File: config.mk
export PLATFORM = sky130hd
export DESIGN_NAME = seg_scan_ctrl
export DESIGN_NICKNAME = d
export VERILOG_FILES = /design/src/rtl/seg_pkg.sv /design/src/rtl/seg_decoder.sv /design/src/rtl/seg_scan_ctrl.sv
export SDC_FILE = /design/constraint.sdc
export NUM_CORES = 1
export LEC_CHECK = 0
export BUFFER_PORTS_ARGS = -buffer_cell sky130_fd_sc_hd__buf_2
export CORE_MARGIN = 2
export CORE_UTILIZATION = 50
export CTS_CLUSTER_DIAMETER = 50
export DETAILED_ROUTE_END_ITERATION = 16
export GPL_TIMING_DRIVEN = 0
export PLACE_DENSITY = 0.66
export SYNTH_ARGS = -nofsm -noshare
export SYNTH_HDL_FRONTEND = slang
export SYNTH_SLANG_ARGS = --single-unit
File: constraint.sdc
create_clock -name clk -period 6.5 [get_ports clk]
set_input_delay 0 -clock clk [delete_from_list [all_inputs] [get_ports clk]]
set_output_delay 0 -clock clk [all_outputs]
set_load 0.01 [all_outputs]
File: src/rtl/seg_pkg.sv
// Shared definitions for the eight-digit seven-segment scan controller.
package seg_pkg;

    localparam int NUM_DIGITS    = 8;
    localparam int GUARD_CYC_DEF = 2000;
    localparam int STEP_CYC_DEF  = 12250;

    typedef enum logic [1:0] {
        GUARD,
        ON,
        OFF
    } phase_t;

    // Digit i is dark when masked, or when leading-zero suppression is on and
    // nibbles i..7 are all zero; digit 0 always shows so "0" stays visible.
    function automatic logic [NUM_DIGITS-1:0] blank_vec(
        input logic [4*NUM_DIGITS-1:0] data,
        input logic [NUM_DIGITS-1:0]   mask,
        input logic                    blank_lz
    );
        logic                  lz;
        logic [NUM_DIGITS-1:0] b;
        lz = 1'b1;
        b  = '0;
        for (int i = NUM_DIGITS - 1; i >= 0; i--) begin
            lz   = lz & (data[4*i +: 4] == 4'h0);
            b[i] = ~mask[i] | (blank_lz & lz & (i != 0));
        end
        return b;
    endfunction

endpackage

File: src/rtl/seg_decoder.sv
// Hex nibble to seven-segment pattern, y = {g,f,e,d,c,b,a}, active-low segments.
module seg_decoder (
    input  logic [3:0] x,
    output logic [6:0] y
);

    always_comb begin
        y = 7'h7F;
        case (x)
            4'h0: y = 7'h40;
            4'h1: y = 7'h79;
            4'h2: y = 7'h24;
            4'h3: y = 7'h30;
            4'h4: y = 7'h19;
            4'h5: y = 7'h12;
            4'h6: y = 7'h02;
            4'h7: y = 7'h78;
            4'h8: y = 7'h00;
            4'h9: y = 7'h10;
            4'hA: y = 7'h08;
            4'hB: y = 7'h03;
            4'hC: y = 7'h46;
            4'hD: y = 7'h21;
            4'hE: y = 7'h06;
            4'hF: y = 7'h0E;
            default: y = 7'h7F;
        endcase
    end

endmodule

File: src/rtl/seg_scan_ctrl.sv
// Multiplexed eight-digit display scanner with ghost guard, PWM brightness and
// frame-synchronous shadow update.
//
//   state | meaning
//   GUARD | start of slot, all anodes off while segment lines settle
//   ON    | current digit's anode driven (unless blanked)
//   OFF   | remainder of slot, anodes off (empty at full brightness)
module seg_scan_ctrl
    import seg_pkg::*;
#(
    parameter int GUARD_CYC = GUARD_CYC_DEF,
    parameter int STEP_CYC  = STEP_CYC_DEF
) (
    input  logic        clk,
    input  logic        resetn,
    input  logic [31:0] upd_data,
    input  logic [7:0]  upd_dp,
    input  logic [7:0]  upd_mask,
    input  logic [2:0]  upd_duty,
    input  logic        upd_blank_lz,
    input  logic        upd_valid,
    output logic        upd_ready,
    output logic [6:0]  hex,
    output logic        DP,
    output logic [7:0]  AN,
    output logic        frame_tick
);

    localparam int             SLOT_CYC = GUARD_CYC + NUM_DIGITS * STEP_CYC;
    localparam int             KW       = $clog2(SLOT_CYC);
    localparam logic [KW-1:0]  K_LAST   = KW'(SLOT_CYC - 1);
    localparam logic [2:0]     D_LAST   = 3'(NUM_DIGITS - 1);

    logic          run_q;
    logic [2:0]    d;
    logic [KW-1:0] k;
    phase_t        phase;

    logic [31:0]   data_q;
    logic [7:0]    dp_q;
    logic [7:0]    mask_q;
    logic [2:0]    duty_q;
    logic          blz_q;

    logic          accept;
    logic [31:0]   data_n;
    logic [7:0]    dp_n;
    logic [7:0]    mask_n;
    logic [2:0]    duty_n;
    logic          blz_n;
    logic [2:0]    d_nxt;
    logic [KW-1:0] k_nxt;
    logic [31:0]   on_end;
    phase_t        phase_n;
    logic [7:0]    blank_n;
    logic [3:0]    nib_n;
    logic [6:0]    seg_y;

    // Settings seen by the next cycle: freshly accepted fields win on the
    // transfer edge so slot 0 of the new frame already uses them.
    assign accept = upd_ready & upd_valid;
    assign data_n = accept ? upd_data     : data_q;
    assign dp_n   = accept ? upd_dp       : dp_q;
    assign mask_n = accept ? upd_mask     : mask_q;
    assign duty_n = accept ? upd_duty     : duty_q;
    assign blz_n  = accept ? upd_blank_lz : blz_q;

    assign blank_n = blank_vec(data_n, mask_n, blz_n);
    assign on_end  = 32'(GUARD_CYC) + (32'(duty_n) + 32'd1) * 32'(STEP_CYC);
    assign nib_n   = resetn ? data_n[{d_nxt, 2'b00} +: 4] : 4'h0;

    // The first edge after reset release parks at (0,0) so that cycle carries frame_tick.
    always_comb begin
        d_nxt = d;
        k_nxt = k;
        if (!run_q) begin
            d_nxt = '0;
            k_nxt = '0;
        end else if (k == K_LAST) begin
            d_nxt = d + 3'd1;
            k_nxt = '0;
        end else begin
            k_nxt = k + KW'(1);
        end
    end

    always_comb begin
        phase_n = phase;
        if (k_nxt == '0) begin
            phase_n = (GUARD_CYC == 0) ? ON : GUARD;
        end else begin
            case (phase)
                GUARD:   if (32'(k_nxt) == 32'(GUARD_CYC)) phase_n = ON;
                ON:      if (32'(k_nxt) == on_end)         phase_n = OFF;
                default: phase_n = phase;
            endcase
        end
    end

    seg_decoder u_dec (
        .x (nib_n),
        .y (seg_y)
    );

    always_ff @(posedge clk) begin
        if (!resetn) begin
            run_q      <= 1'b0;
            d          <= '0;
            k          <= '0;
            phase      <= GUARD;
            data_q     <= '0;
            dp_q       <= '0;
            mask_q     <= 8'hFF;
            duty_q     <= 3'd7;
            blz_q      <= 1'b0;
            AN         <= 8'hFF;
            DP         <= 1'b1;
            hex        <= seg_y;
            upd_ready  <= 1'b0;
            frame_tick <= 1'b0;
        end else begin
            run_q      <= 1'b1;
            d          <= d_nxt;
            k          <= k_nxt;
            phase      <= phase_n;
            data_q     <= data_n;
            dp_q       <= dp_n;
            mask_q     <= mask_n;
            duty_q     <= duty_n;
            blz_q      <= blz_n;
            AN         <= (phase_n == ON && !blank_n[d_nxt]) ? ~(8'h01 << d_nxt) : 8'hFF;
            DP         <= ~dp_n[d_nxt];
            hex        <= seg_y;
            upd_ready  <= (d_nxt == D_LAST) && (k_nxt == K_LAST);
            frame_tick <= (d_nxt == 3'd0) && (k_nxt == '0);
        end
    end

endmodule

* Yosys cells after proc, flatten, opt, wreduce, memory -nomap -nowiden
Memory sizes are Yosys's and may differ from the RTL's. A register that Yosys moved wholly into a read port is not among the register bits.
Cells that the tools add are included.
** Storage, ports and cells
- Register bits after elaboration :: 86
- Memory bits (read-only) :: 112
- Input bits :: 55
- Output and inout port bits :: 18
- Word-level logic and storage cells :: 94
- Memories :: 1
** Memory list
- (no name shown) :: depth 16, width 7, rd ports 1, clocked after memory_dff 1, wr ports 0, line seg_decoder.sv:9 : case (x)
** Operators by class
- $add $sub $neg :: 4
- $mul :: 1
- Magnitude comparators :: 1
- Equality and inequality tests :: 7
- Shift-type cells :: 2
- Multiplexer cells :: 19
- Bitwise logic cells :: 31
- Reduce and logical (&&, ||, !) cells :: 15
** Operators with widths (number)
- 17-bit == test, second input constant :: 2
- 17-bit 2-to-1 mux :: 2
- 32-bit 2-to-1 mux :: 1
- 32-bit by 6-bit variable part select with 4-bit output :: 1
- 4-bit logical NOT :: 7
- 11-bit by 18-bit adder with 19-bit output, first input constant :: 1
- 17-bit by 19-bit == test with 1-bit output :: 1
- 17-bit by 1-bit adder with 17-bit output, second input constant :: 1
- 17-bit by 11-bit == test with 1-bit output, second input constant :: 1
- 17-bit logical NOT :: 1
- 4-bit by 13-bit multiplier with 17-bit output, second input constant :: 1
- 8-bit 2-to-1 mux :: 2
- 1-bit bitwise AND :: 14
- 3-bit 2-to-1 mux :: 3
- 1-bit inverter :: 9
- 8-bit inverter :: 1
- 1-bit by 3-bit left shift with 8-bit output, first input constant :: 1
- 1-bit bitwise OR :: 7
- 1-bit binary-select mux with 3-bit select :: 2
- 2-bit 2-to-1 mux :: 3
- 3-bit by 1-bit adder with 4-bit output, second input constant :: 1
- 2-bit by 1-bit == test with 1-bit output, second input constant :: 2
- 3-bit by 4-bit less-than comparator with 1-bit output, second input constant :: 1
- 1-bit 2-to-1 mux :: 4
- 9 further kinds :: 11

* Logic depth before layout (Yosys ltp)
Gate-level depths: netlist of run 1.
- Depth in word-level cells :: 16
- Depth in mapped cells :: 21
- Mapped depth without buffers :: 20

* Hierarchy
From an unflattened synthesis of run 1, not the netlist that was laid out.
** Unflattened totals
- Cells, all modules :: 721
- Area total of the unflattened synthesis :: 6164.7 sq um
** By module, submodules not included
- seg_scan_ctrl :: times used 1, cells an instance 689, area an instance 5889.4 sq um, sequential area each 1861.8 sq um
- seg_decoder :: times used 1, cells an instance 32, area an instance 275.3 sq um, sequential area each 0.0 sq um

* Least setup slack after synthesis of run 1
No wires, ideal clock.
- Kind :: reg-to-reg
- Start point :: register upd_ready
- End point :: register phase[0]
- Setup time :: 0.116 ns
- Data arrival time :: 5.417 ns
- Required time :: 6.384 ns
- Setup slack :: 0.967 ns
- Stages on the path, launching flop included :: 22
- Path buffers :: 1
- Period minus slack after synthesis :: 5.533 ns
- Cells stage by stage :: dfxtp_1 -> a21bo_2 -> and2_1 -> clkbuf_1 -> inv_1 -> ha_1 -> xnor2_1 -> ha_1 -> inv_1 -> fa_1 -> inv_1 -> ha_1 -> and2_1 -> or2_2 -> o211a_1 -> or3_1 -> and3b_1 -> or3_1 -> a211o_1 -> o21ai_1 -> nand4b_1 -> o211a_1
** Between the ends
- Word-level cells in the longest chain between the ends :: 9
** Ends and longest elaborated chain
- start, declared :: line seg_scan_ctrl.sv:22 : output logic upd_ready,
- start signal, assigned :: line seg_scan_ctrl.sv:134 : upd_ready <= (d_nxt == D_LAST) && (k_nxt == K_LAST);
- 1-bit bitwise AND :: line seg_scan_ctrl.sv:61 : assign accept = upd_ready & upd_valid;
- 3-bit 2-to-1 mux :: line seg_scan_ctrl.sv:65 : assign duty_n = accept ? upd_duty : duty_q;
- named net duty_n[0] :: line seg_scan_ctrl.sv:49 : logic [2:0] duty_n;
- 3-bit by 1-bit adder with 4-bit output :: line seg_scan_ctrl.sv:69 : assign on_end = 32'(GUARD_CYC) + (32'(duty_n) + 32'd1) * 32'(STEP_CYC);
- 4-bit by 13-bit multiplier with 17-bit output :: line seg_scan_ctrl.sv:69
- 11-bit by 18-bit adder with 19-bit output :: line seg_scan_ctrl.sv:69
- 17-bit by 19-bit == test with 1-bit output :: line seg_scan_ctrl.sv:94 : ON: if (32'(k_nxt) == on_end) phase_n = OFF;
- 2-bit 2-to-1 mux :: line seg_scan_ctrl.sv:94
- 2-bit case mux with 2 select lines :: line seg_scan_ctrl.sv:92 : case (phase)
- 2-bit 2-to-1 mux :: line seg_scan_ctrl.sv:89 : if (k_nxt == '0) begin
- end signal, assigned :: line seg_scan_ctrl.sv:125 : phase <= phase_n;
- end, declared :: line seg_scan_ctrl.sv:37 : phase_t phase;
The timed path passes the listed nets, and every way through them passes these cells.
A chain may end at the register's enable or synchronous reset.

* Worst setup path after layout of run 1
- Start point :: register upd_ready
- End point :: register AN[6]
** Between the ends
- Elaborated cells on any way between the ends :: 53
- Those cells by class :: add/sub: 2; mul: 1; eq/ne: 2; mux: 9; bitwise: 29; reduce/logical: 10
** RTL lines
- 1-bit bitwise AND :: line seg_scan_ctrl.sv:61
- 3-bit 2-to-1 mux :: line seg_scan_ctrl.sv:65
- named net duty_n[1] :: line seg_scan_ctrl.sv:49
- 3-bit by 1-bit adder with 4-bit output :: line seg_scan_ctrl.sv:69
- 4-bit by 13-bit multiplier with 17-bit output :: line seg_scan_ctrl.sv:69
- 11-bit by 18-bit adder with 19-bit output :: line seg_scan_ctrl.sv:69
- 17-bit by 19-bit == test with 1-bit output :: line seg_scan_ctrl.sv:94
- 2-bit 2-to-1 mux :: line seg_scan_ctrl.sv:94
- 2-bit case mux with 2 select lines :: line seg_scan_ctrl.sv:92
- 2-bit 2-to-1 mux :: line seg_scan_ctrl.sv:89
- 2-bit by 1-bit == test with 1-bit output :: line seg_scan_ctrl.sv:131 : AN <= (phase_n == ON && !blank_n[d_nxt]) ? ~(8'h01 << d_nxt) : 8'hFF;
- 1-bit logical AND :: line seg_scan_ctrl.sv:131
- 2-bit AND reduction (no source line)
- end signal, assigned :: line seg_scan_ctrl.sv:131
- end, declared :: line seg_scan_ctrl.sv:25 : output logic [7:0] AN,
The timed path passes the listed nets, and every way through them passes these cells. The select of a mux whose other input is x is not followed.

==> results.md, run 1 <==
- Status: finished clean
- Area of the core: 0.0126 mm²
- Synthesized area per cell: 8.13 µm²
- Final Slew Violations: 0
- Initial antenna violation count: 0
- Final Setup Violations: 0
- Primary FF master, synth: dfxtp_1
- Syn nets: 881
- Layout Cells excl Fill: 1101
- Final Wtd Congestion: 0.979
- Critical Path AT: 6.38 ns
- EDFF count, synth: 0
- Clock buffer depth: 2
- Pwr/cell area: 159 mW/mm²
- Synth Cell Area: 0.00643 mm²
- Die width: 117 µm
- Post-synth top area share: 28.9%
- Ratio of cells with drive above 1 in the final layout: 15.1%
- Slowest stage cell, crit path: mux2i_2
- Vias in the first global route: 6410
- DR vias/cell: 6.05
- Routed wire length: 19900 µm
- Layout Utilization: 62.6%
- Total CTS buffers: 9
- Fin crit share: 93.7%
- Antenna cells: 0
- Initial Utilization: 51.2%
- WL/cell: 18.0 µm
- First-pass GRT wire length: 32200 µm
- Async set or reset register ratio after synthesis: 0%
- Largest net degree at the start of global routing: 18
- Pre-antenna DRT Iters: 5
- CP top delay family: adder cells
- Total GRT Usage: 28.8%
- F_max: 164 MHz
- Root buf cell: clkbuf_16
- Max cap viols: 0
- Fin Clk Skew: 0.00959 ns
- Reg clk slew, reported paths: 0.07 ns
- Worst-Margin Slew: 0.783 ns
- Placed cell count: 1035
- # H-tree levels: 3
- VDD IR max: 125 µV
- Top Ports: 73
- Clock Sinks: 93
- Leading area contributor after synthesis: dfxtp_1
- Slew Limit Headroom: 47.8%
- Count of cell types in the netlist: 87
- Synthesized instance count: 791
- Final setup TNS: 0 ns
- Nets: 1014
- Die area: 0.0138 mm²
- Post-DRT Antenna Nets: 0
- I/O Buffers: 72
- Yosys reg bits: 93
- CP Launch Type: register
- Worst path cell trace: and2_1 > clkbuf_2 > mux2i_2 > inv_1 > ha_1 > xnor2_2 > ha_1 > inv_1 > fa_1 > inv_1 > ha_1 > o21ai_0 > o21bai_1 > xnor2_1 > nor4_2 > nor2b_1 > o2bb2ai_1 > a41o_1 > a21boi_0 > nand4_1 > nand2_1
- Most frequent cells in the layout: nand2_1, dfxtp_1, buf_2
- Fin. Hold Viols: 0
- Drt drc: 0
- CTS tree: done
- Setup CP Type: reg2reg
- Max FO, Critical Path: 10
- WP data required: 6.79 ns
- LEAKAGE: 3.31 nW
- Total number of vias: 6662
- Max incr delay on CP: 0.51 ns
- Die Ht: 117 µm
- YS warnings: 0
- Buf+Inv Stages, Crit Path: 4
- CP endpoint kind: register
- Synth area leaders: dfxtp_1, nand2_1, ha_1
- Row count: 41
- Area grow syn2layout: 22.4%
- Sequential area share after synthesis: 28.9%
- Clock Latency Late Sink: 0.35 ns
- Postcts setup bufs: 0
- Grt total ovfl: 0
- Most common cell after layout, fill and taps aside: nand2_1
- Drt initial violations: 582
- Worst Hold Class: in2reg
- Tmin final: 6.09 ns
- Dpl hpwl: 14600 µm
## registers in the layout, indices dropped and copies added, names as in the netlist, 3 cells and up
signal	cells
k	17
mask_q	8
d	3
duty_q	3
data_q	32
dp_q	8
AN	8
hex	7
## synthesized netlist by cell type, drive strengths merged (17+ instances only)
cell type and count:
nand3 25, buf 17, nor4 18, nor3 34, mux2i 26, xnor2 27
nand2 118, a21oi 62, o21ai 31, dfxtp 93, nor2 57, ha 29
inv 30, clkbuf 22
## final timing paths
path               start   endpoint  slack [ns]  cells past startpoint
max            upd_ready      AN[6]        0.41                     21
max reg2reg    upd_ready      AN[6]        0.41                     21
min          upd_duty[2]  duty_q[2]        0.11                      4
min reg2reg      dp_q[2]    dp_q[2]        0.46                      2
## cell type report
type / instances / area (µm²)
plain buffers: 38 / 176
clock buffers: 10 / 239
clock inverters: 6 / 97.6
fillers: 1131 / 4700
inverters: 30 / 118
multi-input cells: 629 / 4290
flip-flops and latches: 93 / 1860
well taps: 172 / 215
repair buffers: 123 / 871
## worst register-to-register path: stages (launching register included)
cell and delay [ns]:
dfxtp_1 0.44, and2_1 0.18, clkbuf_2 0.28, mux2i_2 0.51, inv_1 0.18, ha_1 0.26, xnor2_2 0.43, ha_1 0.27
inv_1 0.07, fa_1 0.49, inv_1 0.04, ha_1 0.34, o21ai_0 0.11, o21bai_1 0.33, xnor2_1 0.18, nor4_2 0.41
nor2b_1 0.27, o2bb2ai_1 0.20, a41o_1 0.28, a21boi_0 0.27, nand4_1 0.33, nand2_1 0.16
## power breakdown
group / switching, W / internal [W]
clock network: 0.000251 / 0.000355
registers: 0.00000159 / 0.000571
logic: 0.0000368 / 0.0000397
total: 0.000289 / 0.000965
## routing by layer
| layer | vias up | track usage [%] | part of all wire, % | routed length (µm) |
|---|---|---|---|---|
| met1 | 3135 | 39.3 | 44 | 8820 |
| met5 | - | 0 | 0 | 0 |
| met2 | 312 | 46.4 | 46 | 9140 |
| li1 | 3160 | - | - | - |
| met4 | 0 | 10.2 | 2.5 | 491 |
| met3 | 55 | 4.82 | 7.1 | 1410 |
## through the flow
stage,instance area (µm²),total power (W),hold slack (ns),worst slack [ns]
after CTS,7850,0.00126,0.0817,0.0174
after global routing,7870,0.00128,0.159,-0.00190
after detailed placement,7010,0.000635,0.122,-0.203
final,7870,0.00125,0.114,0.409
after floorplan,6430,0.000604,0.0277,0.967
after global placement,7010,0.000634,0.128,-0.127
## kinds of logic after synthesis
group	after synthesis	share of synthesized area (%)
compound gates	173	18.2
buf+inv	69	4.61
xor+xnor	40	5.45
mux	40	8.89
flops	93	28.9
simple gates	341	26.4
fa+ha+maj	35	7.51
## timing repair
item / CTS / global route
hold endpoints to repair: 50 / 1
endpoints found under the setup margin: 10 / 10
hold buffers: 50 / 1
resized for setup: 1 / 5
Power figures use the tool's default switching activity.
==> run 2: changes to the inputs <==
--- a/config.mk
+++ b/config.mk
@@ -11,7 +11,7 @@
 export CTS_CLUSTER_DIAMETER = 50
 export DETAILED_ROUTE_END_ITERATION = 16
 export GPL_TIMING_DRIVEN = 0
-export PLACE_DENSITY = 0.66
+export PLACE_DENSITY = 0.77
 export SYNTH_ARGS = -nofsm -noshare
 export SYNTH_HDL_FRONTEND = slang
 export SYNTH_SLANG_ARGS = --single-unit
==> run 2 against run 1 <==
Critical path depth unchanged. Via count is essentially flat. Combinational power is essentially flat. Critical endpoint unchanged. Largest power group is now registers.
==> results.md, run 2 (synthesis gave the netlist of run 1 again) <==
- Critical Path AT: 6.24 ns (was 6.38 ns)
- Switching Fraction: 24.9% (was 23.1%)
- Final Setup Violations: 0 (unchanged)
- Final setup TNS: 0 ns (unchanged)
- First-pass GRT wire length: 31000 µm (was 32200 µm)
- Layout Cells excl Fill: 1101 (unchanged)
- Logic gate share of total power: 6.6% (was 6.1%)
- Drt drc: 0 (unchanged)
- F_max: 168 MHz (was 164 MHz)
- I/O Buffers: 72 (unchanged)
- Pre-antenna DRT Iters: 7 (was 5)
- Area of the multi-input gates: 0.00430 mm² (was 0.00429 mm²)
- Total GRT Usage: 27.7% (was 28.8%)
- Layout Utilization: 62.2% (was 62.6%)
- Largest registers: data_q x32, k x17 (unchanged)
- Clk pwr share: 44.3% (was 48.3%)
- Clock Sinks: 93 (unchanged)
- Tmin final: 5.96 ns (was 6.09 ns)
- Postcts setup bufs: 0 (unchanged)
- Most flops, register: data_q (unchanged)
- Max incr delay on CP: 0.50 ns (was 0.51 ns)
- Final Slew Violations: 0 (unchanged)
- Min-delay src: upd_duty[1] (was upd_duty[2])
- Die width: 117 µm (unchanged)
- LEAKAGE: 3.29 nW (was 3.31 nW)
- Worst path cell trace: and2_1 > clkbuf_2 > mux2i_2 > inv_1 > ha_1 > xnor2_4 > ha_1 > inv_1 > fa_1 > inv_1 > ha_1 > o21ai_0 > o21bai_1 > xnor2_1 > nor4_2 > nor2b_1 > o2bb2ai_1 > a41o_1 > a21boi_0 > nand4_1 > nand2_1 (was and2_1 > clkbuf_2 > mux2i_2 > inv_1 > ha_1 > xnor2_2 > ha_1 > inv_1 > fa_1 > inv_1 > ha_1 > o21ai_0 > o21bai_1 > xnor2_1 > nor4_2 > nor2b_1 > o2bb2ai_1 > a41o_1 > a21boi_0 > nand4_1 > nand2_1)
- WL/cell: 17.5 µm (was 18.0 µm)
- CTS tree: done (unchanged)
- Clock buffer depth: 2 (unchanged)
- Grt total ovfl: 0 (unchanged)
- # H-tree levels: 3 (unchanged)
- Routed wire length: 19300 µm (was 19900 µm)
- Ratio of cells with drive above 1 in the final layout: 15.1% (about the same)
- Drt initial violations: 750 (was 582)
- Pre-CTS setup slack: -0.201 ns (was -0.203 ns)
- Internal power: 0.000876 W (was 0.000965 W)
- Most common cell after layout, fill and taps aside: nand2_1 (unchanged)
- Max FO, Critical Path: 10 (unchanged)
- Setup ws final: 0.543 ns (was 0.409 ns)
- RSZ-0062 raised after global routing: no
- CP Launch Type: register (unchanged)
- Max reg flops: 32 (unchanged)
- Area grow syn2layout: 21.6% (was 22.4%)
- Dpl hpwl: 13600 µm (was 14600 µm)
- Fill count: 1076 (was 1131)
- Reg clk slew, reported paths: 0.07 ns (about the same)
- Nets: 1013 (was 1014)
- Initial antenna violation count: 1 (was 0)
- Max cap viols: 0 (unchanged)
- Final Wtd Congestion: 0.949 (was 0.979)
- Total CTS buffers: 9 (unchanged)
- Total number of vias: 6667 (was 6662)
- Fin crit share: 91.6% (was 93.7%)
- Row count: 41 (unchanged)
- Setup CP Type: reg2reg (unchanged)
- Area of the core: 0.0126 mm² (unchanged)
- Status: finished clean (unchanged)
- Net switching power figure: 0.000290 W (was 0.000289 W)
- DR vias/cell: 6.06 (was 6.05)
- Share of power burned in registers: 49.1% (was 45.6%)
- Root buf cell: clkbuf_16 (unchanged)
- Largest net degree at the start of global routing: 18 (unchanged)
- Buf+Inv Stages, Crit Path: 4 (unchanged)
- Worst Hold Class: in2reg (unchanged)
- Die Ht: 117 µm (unchanged)
- FF/Latch Area: 0.00186 mm² (unchanged)
- Vias in the first global route: 6204 (was 6410)
- CP top delay family: adder cells (unchanged)
- Final hold slack: 0.00369 ns (was 0.114 ns)
- Pwr/cell area: 149 mW/mm² (was 159 mW/mm²)
- Initial Utilization: 51.2% (unchanged)
- Clock Latency Late Sink: 0.35 ns (about the same)
- WP data required: 6.78 ns (was 6.79 ns)
- Placed cell count: 1035 (unchanged)
- Post-DRT Antenna Nets: 0 (unchanged)
- R2r startpoint: upd_ready (unchanged)
- Origin of the worst setup path: upd_ready (unchanged)
- Slowest stage cell, crit path: mux2i_2 (unchanged)
- Most frequent cells in the layout: nand2_1, dfxtp_1, buf_2 (unchanged)
- Die area: 0.0138 mm² (unchanged)
- Top Ports: 73 (unchanged)
- VDD IR max: 108 µV (was 125 µV)
- Worst-Margin Slew: 0.870 ns (was 0.783 ns)
- Fin. Hold Viols: 0 (unchanged)
- Fin Clk Skew: 0.0106 ns (was 0.00959 ns)
- Slew Limit Headroom: 42.0% (was 47.8%)
- CP endpoint kind: register (unchanged)
-- run 2: path summary, 6_finish.rpt --
path | to | slack, ns | depth (start not counted)
worst max-delay path | AN[6] | 0.54 | 21
worst min-delay path | duty_q[1] | 0.004 | 3
worst min register to register | blz_q | 0.45 | 2
worst max register to register | AN[6] | 0.54 | 21
-- run 2: per-stage QoR --
| stage | instance area (µm²) | power (W) |
|---|---|---|
| global route | 7820 | 0.00120 |
| CTS | 7790 | 0.00116 |
| detailed placement | 7010 | 0.000635 |
| global placement | 7010 | 0.000635 |
| finish | 7820 | 0.00117 |
| floorplan | 6430 | 0.000604 |
-- run 2: area by class of cell --
type | count | share of cell area, %
multi-input combinational | 629 | 55.0
sequential | 93 | 23.8
timing repair buffer | 122 | 11.0
clock buffer | 9 | 2.88
tap | 172 | 2.75
buffer | 38 | 2.26
inverter | 30 | 1.50
clock inverter | 7 | 0.720
antenna | 1 | 0.0320
-- run 2: routing by layer --
layer | up-vias | track usage [%] | share of wire [%]
met1 | 3083 | 37.7 | 43
met5 | - | 0 | 0
met4 | 0 | 12.5 | 3.6
li1 | 3165 | - | -
met3 | 67 | 4.67 | 8.5
met2 | 352 | 43.1 | 44
-- run 2: timing repair --
action	4_1_cts	5_1_grt
endpoints found under the setup margin	9	10
hold buffers	50	0
resized for setup	1	6
gates cloned	0	0
endpoints found under the hold margin	50	0
-- run 2: power groups by stage --
stage	registers [W]	logic (W)	clock network [W]
after floorplan	0.000585	0.0000188	0
after global placement	0.000585	0.0000498	0
after detailed placement	0.000585	0.0000494	0
after CTS	0.000572	0.0000730	0.000518
after global routing	0.000572	0.0000812	0.000545
final	0.000572	0.0000766	0.000517
-- run 2: worst min-delay path: stages --
cell and delay (ns):
buf_2 0.09, mux2i_2 0.13, nand2_1 0.10
==> run 3: changes to the inputs <==
--- a/config.mk
+++ b/config.mk
@@ -5,7 +5,7 @@
 export SDC_FILE = /design/constraint.sdc
 export NUM_CORES = 1
 export LEC_CHECK = 0
-export BUFFER_PORTS_ARGS = -buffer_cell sky130_fd_sc_hd__buf_2
+export BUFFER_PORTS_ARGS = -buffer_cell sky130_fd_sc_hd__buf_4
 export CORE_MARGIN = 2
 export CORE_UTILIZATION = 50
 export CTS_CLUSTER_DIAMETER = 50
==> run 3 against run 2 <==
Largest power group unchanged. Clock power rose by 2%. Combinational power is 16% higher. Register-to-register slack better by 0.06 ns. Cell area grew 2.5%. Sequential share of layout area fell by 0.58 points. Critical path depth unchanged. Largest cell class unchanged. Power rose by 1.8%. Worst setup slack gained 0.057 ns. Routed wire length grew 3.0%.
==> results.md, run 3 (synthesis gave the netlist of run 1 again) <==
- Pre-CTS setup slack: -0.177 ns (was -0.201 ns)
- Root buf cell: clkbuf_16 (unchanged)
- Fin crit share: 90.8% (was 91.6%)
- WHS Endpoint: data_q[14] (was duty_q[1])
- Origin of the worst setup path: upd_ready (unchanged)
- Fin. Hold Viols: 0 (unchanged)
- Area post-placement: 0.00719 mm² (was 0.00701 mm²)
- Drt initial violations: 598 (was 750)
- Max reg flops: 32 (unchanged)
- Grt total ovfl: 0 (unchanged)
- Most frequent cells in the layout: nand2_1, dfxtp_1, buf_4 (was nand2_1, dfxtp_1, buf_2)
- Max FO, Critical Path: 10 (unchanged)
- Drt drc: 0 (unchanged)
- WHS Path Cells: 3 (unchanged)
- Post-DRT Antenna Nets: 0 (unchanged)
- Layout Cells excl Fill: 1102 (was 1101)
- Clock Sinks: 93 (unchanged)
- Setup CP Type: reg2reg (unchanged)
- Row count: 41 (unchanged)
- R2r startpoint: upd_ready (unchanged)
- Overall power: 0.00119 W (was 0.00117 W)
- Ratio of cells with drive above 1 in the final layout: 15.0% (was 15.1%)
- # H-tree levels: 3 (unchanged)
- Clock Latency Late Sink: 0.36 ns (was 0.35 ns)
- Tmin final: 5.90 ns (was 5.96 ns)
- Placed cell count: 1035 (unchanged)
- Dpl hpwl: 13900 µm (was 13600 µm)
- CP Launch Type: register (unchanged)
- Min-delay src: upd_data[14] (was upd_duty[1])
- Layout Utilization: 63.8% (was 62.2%)
- Initial antenna violation count: 2 (was 1)
- Worst-Margin Slew: 0.891 ns (was 0.870 ns)
- Final Wtd Congestion: 0.932 (was 0.949)
- Total CTS buffers: 9 (unchanged)
- Initial Utilization: 51.2% (unchanged)
- Routed wire length: 19900 µm (was 19300 µm)
- I/O Buffers: 72 (unchanged)
- Reg clk slew, reported paths: 0.07 ns (about the same)
- Pwr/cell area: 148 mW/mm² (was 149 mW/mm²)
- Status: finished clean (unchanged)
- Total number of vias: 6770 (was 6667)
- Area of the core: 0.0126 mm² (unchanged)
- LEAKAGE: 3.35 nW (was 3.29 nW)
- Slew Limit Headroom: 40.6% (was 42.0%)
- WP data required: 6.79 ns (was 6.78 ns)
- Postcts setup bufs: 0 (unchanged)
- Final Setup Violations: 0 (unchanged)
- First-pass GRT wire length: 32100 µm (was 31000 µm)
- Final Slew Violations: 0 (unchanged)
- Top Ports: 73 (unchanged)
- Die Ht: 117 µm (unchanged)
- Post-route cell area: 0.00802 mm² (was 0.00782 mm²)
- Largest net degree at the start of global routing: 17 (was 18)
- CTS tree: done (unchanged)
- Worst Hold Class: in2reg (unchanged)
- R2r endpoint: AN[6] (unchanged)
- Vias in the first global route: 6337 (was 6204)
- Area grow syn2layout: 24.6% (was 21.6%)
- Critical Path AT: 6.19 ns (was 6.24 ns)
- Pre-antenna DRT Iters: 7 (unchanged)
- Setup ws final: 0.600 ns (was 0.543 ns)
- VDD IR max: 113 µV (was 108 µV)
- F_max: 169 MHz (was 168 MHz)
- Max cap viols: 0 (unchanged)
- Clock buffer depth: 2 (unchanged)
- Largest registers: data_q x32, k x17 (unchanged)
- Flop-to-flop setup slack: 0.60 ns (was 0.54 ns)
- Total GRT Usage: 28.7% (was 27.7%)
- CP endpoint kind: register (unchanged)
- Fin Clk Skew: 0.0140 ns (was 0.0106 ns)
- WL/cell: 18.0 µm (was 17.5 µm)
- Die width: 117 µm (unchanged)
- DR vias/cell: 6.14 (was 6.06)
- Most common cell after layout, fill and taps aside: nand2_1 (unchanged)
- R2R cell count: 21 (unchanged)
- Die area: 0.0138 mm² (unchanged)
- Most flops, register: data_q (unchanged)
- Nets: 1013 (unchanged)
- RSZ-0062 raised after global routing: no (unchanged)
## run 3: changes by cell type in the layout (fill, tap and decap cells not counted)
cell	previous run	this run
clkbuf_8	0	1
buf_2	82	10
inv_8	1	0
diode_2	1	2
mux2i_2	1	0
mux2i_4	0	1
buf_4	1	73
clkinvlp_4	0	1
clkinv_2	2	0
clkbuf_1	19	20
## run 3: per-stage QoR
stage	TNS, ns	hold WS, ns
finish	0	0.0210
global route	0	0.0507
CTS	0	0.00584
detailed placement	-1.15	0.124
global placement	-0.909	0.115
floorplan	0	0.0277
## run 3: critical path: stages (launching register included)
cell       delay, ns
dfxtp_1         0.44
and2_1          0.18
clkbuf_2        0.28
mux2i_4         0.39
inv_1           0.16
ha_1            0.28
xnor2_4         0.22
ha_1            0.38
inv_1           0.07
fa_1            0.50
inv_1           0.04
ha_1            0.34
o21ai_0         0.09
o21bai_1        0.36
xnor2_1         0.18
nor4_2          0.41
nor2b_1         0.27
o2bb2ai_1       0.19
a41o_1          0.26
a21boi_0        0.26
nand4_1         0.34
nand2_1         0.16
## run 3: layout make-up
type | count | area, µm²
Timing Repair Buffer | 122 | 1040
Inverter | 30 | 118
Multi-Input combinational cell | 629 | 4310
Clock buffer | 11 | 243
Sequential cell | 93 | 1860
Buffer | 38 | 176
Antenna cell | 2 | 5.00
Tap cell | 172 | 215
Fill cell | 1070 | 4550
Clock inverter | 5 | 42.5
## run 3: timing repair
action	in CTS	in global routing
hold buffers	49	1
setup endpoints to repair	10	10
gates resized for setup	1	7
endpoints found under the hold margin	49	1
## run 3: layer usage
layer / vias up / wire (µm) / global-route usage (%)
met4: 0 / 846 / 14.2
met1: 3161 / 8330 / 37.9
met2: 378 / 8890 / 45.0
li1: 3159 / - / -
met5: - / 0 / 0
met3: 72 / 1830 / 5.59
## run 3: worst max path at each step
stage	end	slack, ns	cells after the start
floorplan	phase[0]	0.97	21
global placement	AN[6]	-0.16	21
detailed placement	AN[6]	-0.18	21
CTS	AN[6]	0.04	21
global route	AN[1]	0.11	21
finish	AN[6]	0.60	21
## run 3: power by group
group	switching (W)	internal (W)	total, W
clock	0.000251	0.000275	0.000526
sequential	0.00000159	0.000571	0.000572
combinational	0.0000399	0.0000487	0.0000887
